===== src/rtl/risc_alu_pkg.sv =====
// Shared definitions for the RISC ALU datapath: opcodes, flag positions and
// the helpers that decode an opcode into operand inversion and first carry-in.
package risc_alu_pkg;

    typedef enum logic [1:0] {
        OP_ADD = 2'b00,
        OP_ADC = 2'b01,
        OP_SUB = 2'b10,
        OP_SBB = 2'b11
    } alu_op_e;

    localparam int FLAG_W = 4;
    localparam int FLG_N  = 3;
    localparam int FLG_Z  = 2;
    localparam int FLG_C  = 1;
    localparam int FLG_V  = 0;

    // Subtract variants add the one's complement of B.
    function automatic logic op_inverts_b(input logic [1:0] op);
        return (op == OP_SUB) || (op == OP_SBB);
    endfunction

    // Carry into bit 0: forced for ADD/SUB, taken from the carry input for ADC/SBB.
    function automatic logic op_carry_in(input logic [1:0] op, input logic cin);
        logic c;
        case (op)
            OP_ADD:  c = 1'b0;
            OP_ADC:  c = cin;
            OP_SUB:  c = 1'b1;
            default: c = cin;
        endcase
        return c;
    endfunction

endpackage


===== src/rtl/pipelined_adder_segment.sv =====
// Combinational ripple-carry slice used as one pipeline segment. Also exposes
// the carry into its top bit so the last segment can form signed overflow.
module adder_segment #(
    parameter int SEG_W = 8
) (
    input  logic [SEG_W-1:0] a,
    input  logic [SEG_W-1:0] b,
    input  logic             c_in,
    output logic [SEG_W-1:0] s,
    output logic             c_out,
    output logic             c_msb_in
);

    logic [SEG_W:0] carry;

    // Chain of full-adder cells from bit 0 upward.
    always_comb begin
        carry    = '0;
        s        = '0;
        carry[0] = c_in;
        for (int i = 0; i < SEG_W; i++) begin
            s[i]       = a[i] ^ b[i] ^ carry[i];
            carry[i+1] = (a[i] & b[i]) | (carry[i] & (a[i] ^ b[i]));
        end
    end

    assign c_out    = carry[SEG_W];
    assign c_msb_in = carry[SEG_W-1];

endmodule


===== src/rtl/pipelined_adder.sv =====
// Pipelined add/subtract unit. The carry chain is cut into STAGES segments;
// operand slices not yet consumed ride along in skew registers and finished
// low result slices travel with them until the last segment registers the
// full sum and NZCV flags. A single stall condition freezes every stage.
module pipelined_adder
    import risc_alu_pkg::*;
#(
    parameter int WIDTH  = 32,
    parameter int STAGES = 4
) (
    input  logic              clk,
    input  logic              rst_n,
    input  logic              in_valid,
    output logic              in_ready,
    input  logic [WIDTH-1:0]  in_a,
    input  logic [WIDTH-1:0]  in_b,
    input  logic [1:0]        in_op,
    input  logic              in_cin,
    output logic              out_valid,
    input  logic              out_ready,
    output logic [WIDTH-1:0]  out_sum,
    output logic [FLAG_W-1:0] out_flags
);

    localparam int SEG_W = WIDTH / STAGES;

    if (STAGES < 1 || STAGES > WIDTH) begin : g_bad_stages
        $error("pipelined_adder: STAGES must lie in 1..WIDTH");
    end
    if ((WIDTH % STAGES) != 0) begin : g_bad_width
        $error("pipelined_adder: WIDTH must be a multiple of STAGES");
    end

    logic             stall;
    logic [WIDTH-1:0] b_eff;
    logic             cin0;

    // A held result at the output freezes the whole pipe, so upstream must wait too.
    assign stall    = out_valid & ~out_ready;
    assign in_ready = ~stall;
    assign b_eff    = op_inverts_b(in_op) ? ~in_b : in_b;
    assign cin0     = op_carry_in(in_op, in_cin);

    for (genvar s = 0; s < STAGES; s++) begin : g_stage
        logic [SEG_W-1:0]         seg_a;
        logic [SEG_W-1:0]         seg_b;
        logic [SEG_W-1:0]         seg_s;
        logic                     seg_cin;
        logic                     seg_cout;
        logic                     v_next;
        logic [(s+1)*SEG_W-1:0]   res_next;

        // Segment operands come from the ports for stage 0, else from the previous stage's skew registers.
        if (s == 0) begin : g_src
            assign seg_a    = in_a[SEG_W-1:0];
            assign seg_b    = b_eff[SEG_W-1:0];
            assign seg_cin  = cin0;
            assign v_next   = in_valid;
            assign res_next = seg_s;
        end else begin : g_src
            assign seg_a    = g_stage[s-1].g_reg.a_q[SEG_W-1:0];
            assign seg_b    = g_stage[s-1].g_reg.b_q[SEG_W-1:0];
            assign seg_cin  = g_stage[s-1].g_reg.c_q;
            assign v_next   = g_stage[s-1].g_reg.v_q;
            assign res_next = {seg_s, g_stage[s-1].g_reg.r_q};
        end

        if (s < STAGES - 1) begin : g_reg
            localparam int HI_W = WIDTH - (s + 1) * SEG_W;

            logic [HI_W-1:0]          a_q;
            logic [HI_W-1:0]          b_q;
            logic [HI_W-1:0]          a_next;
            logic [HI_W-1:0]          b_next;
            logic [(s+1)*SEG_W-1:0]   r_q;
            logic                     c_q;
            logic                     v_q;
            logic                     cmsb_unused;

            adder_segment #(.SEG_W(SEG_W)) u_seg (
                .a        (seg_a),
                .b        (seg_b),
                .c_in     (seg_cin),
                .s        (seg_s),
                .c_out    (seg_cout),
                .c_msb_in (cmsb_unused)
            );

            if (s == 0) begin : g_skew
                assign a_next = in_a[WIDTH-1:SEG_W];
                assign b_next = b_eff[WIDTH-1:SEG_W];
            end else begin : g_skew
                assign a_next = g_stage[s-1].g_reg.a_q[WIDTH-s*SEG_W-1:SEG_W];
                assign b_next = g_stage[s-1].g_reg.b_q[WIDTH-s*SEG_W-1:SEG_W];
            end

            // Intermediate stage register: advances every unstalled cycle, bubbles included.
            always_ff @(posedge clk or negedge rst_n) begin
                if (!rst_n) begin
                    v_q <= 1'b0;
                    c_q <= 1'b0;
                    r_q <= '0;
                    a_q <= '0;
                    b_q <= '0;
                end else if (!stall) begin
                    v_q <= v_next;
                    c_q <= seg_cout;
                    r_q <= res_next;
                    a_q <= a_next;
                    b_q <= b_next;
                end
            end
        end else begin : g_last
            logic              seg_cmsb;
            logic [FLAG_W-1:0] flags_next;

            adder_segment #(.SEG_W(SEG_W)) u_seg (
                .a        (seg_a),
                .b        (seg_b),
                .c_in     (seg_cin),
                .s        (seg_s),
                .c_out    (seg_cout),
                .c_msb_in (seg_cmsb)
            );

            assign flags_next[FLG_N] = res_next[WIDTH-1];
            assign flags_next[FLG_Z] = ~|res_next;
            assign flags_next[FLG_C] = seg_cout;
            assign flags_next[FLG_V] = seg_cmsb ^ seg_cout;

            // Output register: result and flags only change when a valid beat lands.
            always_ff @(posedge clk or negedge rst_n) begin
                if (!rst_n) begin
                    out_valid <= 1'b0;
                    out_sum   <= '0;
                    out_flags <= '0;
                end else if (!stall) begin
                    out_valid <= v_next;
                    if (v_next) begin
                        out_sum   <= res_next;
                        out_flags <= flags_next;
                    end
                end
            end
        end
    end

endmodule


===== config.mk =====
export PLATFORM = sky130hd
export DESIGN_NAME = pipelined_adder
export DESIGN_NICKNAME = d
export VERILOG_FILES = /design/src/rtl/risc_alu_pkg.sv /design/src/rtl/pipelined_adder_segment.sv /design/src/rtl/pipelined_adder.sv
export SDC_FILE = /design/constraint.sdc
export NUM_CORES = 1
export LEC_CHECK = 0
export ABC_AREA = 1
export ABC_CLOCK_PERIOD_IN_PS = 5620
export CAP_MARGIN = 40
export CORE_AREA = 3 3 152 154
export CTS_BUF_LIST = sky130_fd_sc_hd__clkbuf_4
export CTS_CLUSTER_SIZE = 24
export DETAILED_ROUTE_END_ITERATION = 8
export DIE_AREA = 0 0 155 157
export GPL_TIMING_DRIVEN = 1
export PLACE_DENSITY = 0.67
export SYNTH_ARGS = -nofsm -noshare
export SYNTH_HDL_FRONTEND = slang
export SYNTH_SLANG_ARGS = --single-unit

===== constraint.sdc =====
create_clock -name clk -period 5.62 [get_ports clk]
set_input_delay 1.124 -clock clk [delete_from_list [all_inputs] [get_ports clk]]
set_output_delay 1.124 -clock clk [all_outputs]
set_load 0.01 [all_outputs]

-- Yosys cells after proc, flatten, opt, wreduce, memory -nomap -nowiden
Index checks and enable logic that the tools add are counted.
- register bits: 187
- bits of input ports: 71
- output and inout port bits: 38
- word-level logic and storage cells: 192
- equal/unequal tests: 2
- multiplexer cells: 2
- bitwise logic cells: 165
- reductions and logical operators: 5
- operators with widths (operator ; number):
    $and A1 B1 Y1 ; 65
    $xor A1 B1 Y1 ; 65
    $mux W32 ; 1
    $not A32 Y32 ; 1
    $or A1 B1 Y1 ; 32
    $reduce_or A32 Y1 ; 1
    $eq A2 B2 Y1 const B ; 2
    $logic_not A2 Y1 ; 1
    $not A1 Y1 ; 2
    $pmux W1 S2 ; 1
    $reduce_and A2 Y1 ; 1
    $logic_not A1 Y1 ; 1
    $logic_or A1 B1 Y1 ; 1

-- Longest topological paths before layout
- word-level depth: 20
- mapped depth: 16
- mapped depth without buffers: 15

-- Hierarchy
A second synthesis with hierarchy kept.
- cells, all modules: 858
- area, all modules: 8122.8 µm²
- by module, submodules not included (module ; times used ; cells an instance ; area each (µm²) ; seq. area each (µm²)):
    pipelined_adder ; 1 ; 786 ; 7332.0 ; 4654.5
    adder_segment ; 4 ; 18 ; 197.7 ; 0.0

-- Worst setup path before layout
No wires, ideal clock.
- kind: input to register
- from: input port in_op[1]
- to: register g_stage[0].g_reg.r_q[7]
- library setup time: 0.116 ns
- arrival time: 4.672 ns
- required time: 5.504 ns
- path slack: 0.832 ns
- stages: 16
- buffers on the path: 2
- path through: buf_4 buf_6 xnor2_1 fa_1 inv_1 fa_1 inv_1 fa_1 fa_1 fa_1 fa_1 fa_1 inv_1 fa_1 nand2_1 nand2_1
- longest elaborated chain between the ends: 19
- elaborated cells on any way between the ends: 36
- classes of those cells: eq/ne: 2; mux: 2; bitwise: 30; reduce/logical: 2
- RTL lines (what ; RTL line ; source):
    start: declaration ; pipelined_adder.sv:17 ; input logic [1:0] in_op,
    $eq A2 B2 Y1 (on tied branches) ; risc_alu_pkg.sv:20, risc_alu_pkg.sv:26 ;
    $logic_or A1 B1 Y1 ; risc_alu_pkg.sv:20 ; return (op == OP_SUB) || (op == OP_SBB);
    $mux W32 ; pipelined_adder.sv:41 ; assign b_eff = op_inverts_b(in_op) ? ~in_b : in_b;
    $xor A1 B1 Y1 ; pipelined_adder_segment.sv:23 ; carry[i+1] = (a[i] & b[i]) | (carry[i] & (a[i] ^ b[i]));
    $and A1 B1 Y1 ; pipelined_adder_segment.sv:23 ;
    $or A1 B1 Y1 ; pipelined_adder_segment.sv:23 ;
    $and A1 B1 Y1 ; pipelined_adder_segment.sv:23 ;
    $or A1 B1 Y1 ; pipelined_adder_segment.sv:23 ;
    (+4 left out) ; -- ;
    $and A1 B1 Y1 ; pipelined_adder_segment.sv:23 ;
    $or A1 B1 Y1 ; pipelined_adder_segment.sv:23 ;
    $and A1 B1 Y1 ; pipelined_adder_segment.sv:23 ;
    $or A1 B1 Y1 ; pipelined_adder_segment.sv:23 ;
    $and A1 B1 Y1 ; pipelined_adder_segment.sv:23 ;
    $or A1 B1 Y1 ; pipelined_adder_segment.sv:23 ;
    $xor A1 B1 Y1 * ; pipelined_adder_segment.sv:22 ; s[i] = a[i] ^ b[i] ^ carry[i];
    net g_stage[0].g_reg.u_seg.s[7] ; pipelined_adder_segment.sv:9 ; output logic [SEG_W-1:0] s,
    end signal: assignment ; pipelined_adder.sv:108 ; r_q <= res_next;
    end: declaration ; pipelined_adder.sv:75 ; logic [(s+1)*SEG_W-1:0] r_q;
The timed path passes the listed nets; every way through them passes the cells marked *.
A chain may end at the register's enable or synchronous reset.

-- Worst setup path after layout
- from: input port in_op[0]
- to: register g_stage[0].g_reg.r_q[7]
Same word-level chain as after synthesis.

==> out/results.tsv <==
metric	value	unit
drt wl/cell	13.10	um
outcome	completed	
WL final	15.96	mm
Hold-fix buffers, CTS	0	
P_leak	4.543	nW
number of flops mapped to enable cells by yosys	0	
layout cells sized above 1	4.797	%
Area contributors post-synth	dfrtp_1 58%, nand2_1 16%, fa_1 8.0%, o21ai_0 6.6%, xnor2_1 3.3%	
Max Slew Vio Count	0	
Slew @ Worst Pin	0.7855	ns
Hold WC Path Type	flip-flop to flip-flop	
Synth Net Count	937	
most frequent cell after synthesis	nand2_1	
fin util	43.71	%
synthesized cell area	0.008034	sq mm
list of most frequent post-synthesis cells	343 x nand2_1, 186 x dfrtp_1, 106 x o21ai_0	
core area	0.02182	sq mm
WP data arrival	4.96	ns
Chip Width	155	um
Synth Instances	834	
DRC Markers	0	
Tmin final	4.501	ns
max_cap viols	0	
CTS Root Cell	clkbuf_4	
CTS resizes	0	
nets	1028	
Row Count	54	
Worst Setup End Kind	flip-flop	
Clock transition at path regs	0.15	ns
Setup violations, final	0	
CTS Buf Count	17	
Final period util	80.09	%
GR Overflow Total	0	
Starting Density	36.81	%
CP Launch Type	primary input	
I/O pin total	109	
vias in the first global route	5229	
Final GP Congestion	0.7790	
Final Hold Vio Count	0	
CTS tree	done	
Die Y-Extent	157	um
HPWL after detailed placement	11.30	mm
Setup Buffers After CTS	0	
pwr/cell area	497.7	mW/mm^2
Fin Setup TNS	0	ns
Skew-Pair Late Insertion Delay	0.57	ns
Filler cells	2171	
Synth area leader	dfrtp_1	
unrepaired setup endpoints after global routing	false	
Main synth FF type	dfrtp_1	
CP Max Fanout	1	
drt via density	4.355	
Max IR drop VDD	0.1554	mV
die area	0.02434	sq mm
post-route ant nets	0	
sequential area share after synthesis	57.93	%
largest net degree at the start of global routing	95	
f_max	222.2	MHz
All-Layer GR Usage	13.76	%
CTS Sinks	186	
post-synth top area share	57.93	%
DR pass1 iterations	4	
Seq cells post-synth	186	
clock skew	0.01994	ns
total power	4.747	mW
area delta synth->final	18.74	%
clk buf depth	2	
# diodes	0	
initial antenna violation count	0	
worst rel slew slack	47.63	%
Yosys cell types	19	
global-route wire length before repair	26.72	mm
Via Count	5304	
synth warn	0	
ys async rst share	100.0	%
H-tree levels	4	
Port Buffers	108	
Detailed Route Iter0 Violations	268	
critical path class	primary input to flip-flop	
syn_area_per_cell	9.633	sq um
Critical Path RT	6.08	ns
==> cell type report <==
| type | count | area [sq um] | area share (%) |
|---|---|---|---|
| clock buffer | 18 | 135.1 | 1.417 |
| multi-input combinational | 542 | 2887 | 30.26 |
| inverter | 63 | 239.0 | 2.505 |
| timing repair buffer | 115 | 1152 | 12.08 |
| clock inverter | 14 | 121.4 | 1.272 |
| sequential | 186 | 4654 | 48.79 |
| tap | 280 | 350.3 | 3.673 |
==> registers in the layout, summed over array words and instances (netlist names) <==
signal and count:
g_stage.g_reg.a_q 48, g_stage.g_reg.b_q 48, g_stage.g_reg.r_q 48, out_sum 32
g_stage.g_reg.c_q 3, g_stage.g_reg.v_q 3, out_flags 3, out_valid 1
==> kinds of logic (layout without fill, tap and decap cells) <==
group                      count (synthesis)  count (layout)  share of synthesized area (%)
AOI/OAI and AO/OA                        107             107                          6.697
and+or+nand+nor                          369             369                          17.54
xor gates and xnor gates                  33              33                          3.598
adders and majority gates                 32              32                          7.974
muxes                                      1               1                         0.1246
buffers and inverters                    106             210                          6.136
DFF                                      186             186                          57.93
==> worst max-delay path: stages <==
cell and delay, ns:
clkdlybuf4s50_1 0.48, mux2i_1 0.10, fa_1 0.40, inv_1 0.08, fa_1 0.16, inv_1 0.05
fa_1 0.41, fa_1 0.41, fa_1 0.38, fa_1 0.39, fa_1 0.37, inv_1 0.07
fa_1 0.40, nand2_1 0.07, nand2_1 0.05
==> layout by cell type (no fill, tap or decap) <==
master	count
o21bai_1	1
fa_1	32
nand3_1	5
clkinv_4	2
inv_2	2
inv_6	3
buf_16	1
nand2_4	2
o21ai_0	106
clkinv_1	2
nor2_1	18
mux2i_1	1
inv_1	60
clkbuf_8	1
clkdlybuf4s50_1	106
buf_2	1
dfrtp_1	186
nand2_1	343
xor2_1	3
buf_4	6
clkinv_2	2
inv_4	1
clkbuf_4	18
nor2_2	1
bufinv_16	1
xnor2_1	30
clkinvlp_4	4
==> path summary, 6_finish.rpt <==
check,end,cells past startpoint,startpoint,slack (ns)
setup / recovery,g_stage[0].g_reg.r_q[7]$_DFFE_PN0N_,15,in_op[0],1.12
hold / removal,g_stage[1].g_reg.r_q[5]$_DFFE_PN0N_,2,g_stage[0].g_reg.r_q[5]$_DFFE_PN0N_,0.47
setup reg to reg,out_flags[2]$_DFFE_PN0P_,15,g_stage[2].g_reg.a_q[0]$_DFFE_PN0N_,1.58
hold reg to reg,g_stage[1].g_reg.r_q[5]$_DFFE_PN0N_,2,g_stage[0].g_reg.r_q[5]$_DFFE_PN0N_,0.47
max in group asynchronous,g_stage[0].g_reg.a_q[20]$_DFFE_PN0N_,2,rst_n,3.87
min in group asynchronous,g_stage[0].g_reg.b_q[0]$_DFFE_PN0N_,1,rst_n,0.56
==> per-stage QoR <==
| step | instances | cell area, sq um | hold slack (ns) | worst slack (ns) |
|---|---|---|---|---|
| finish | 1218 | 9539 | 0.4745 | 1.119 |
| global route | 1218 | 9539 | 0.4836 | 0.9931 |
| CTS | 1218 | 9539 | 0.4735 | 1.155 |
| detailed placement | 1186 | 9283 | 0.4586 | 0.5189 |
| global placement | 1185 | 9255 | 0.4550 | 0.5621 |
| floorplan | 834 | 8034 | 0.4422 | 0.8316 |
==> power breakdown <==
part	total [mW]	switching, mW	internal, mW
clock network	0.670	0.446	0.225
registers	2.24	0.328	1.91
logic	1.84	1.04	0.792
==> per-layer routing <==
metal / global-route usage [%] / wire (um) / share of wire [%]
met1: 19.90 / 8116 / 51
met2: 20.60 / 6992 / 44
met3: 3.409 / 595 / 3.7
met4: 4.163 / 252 / 1.6
met5: 0 / 0 / 0
No activity file was read; power rests on OpenSTA's default activity.
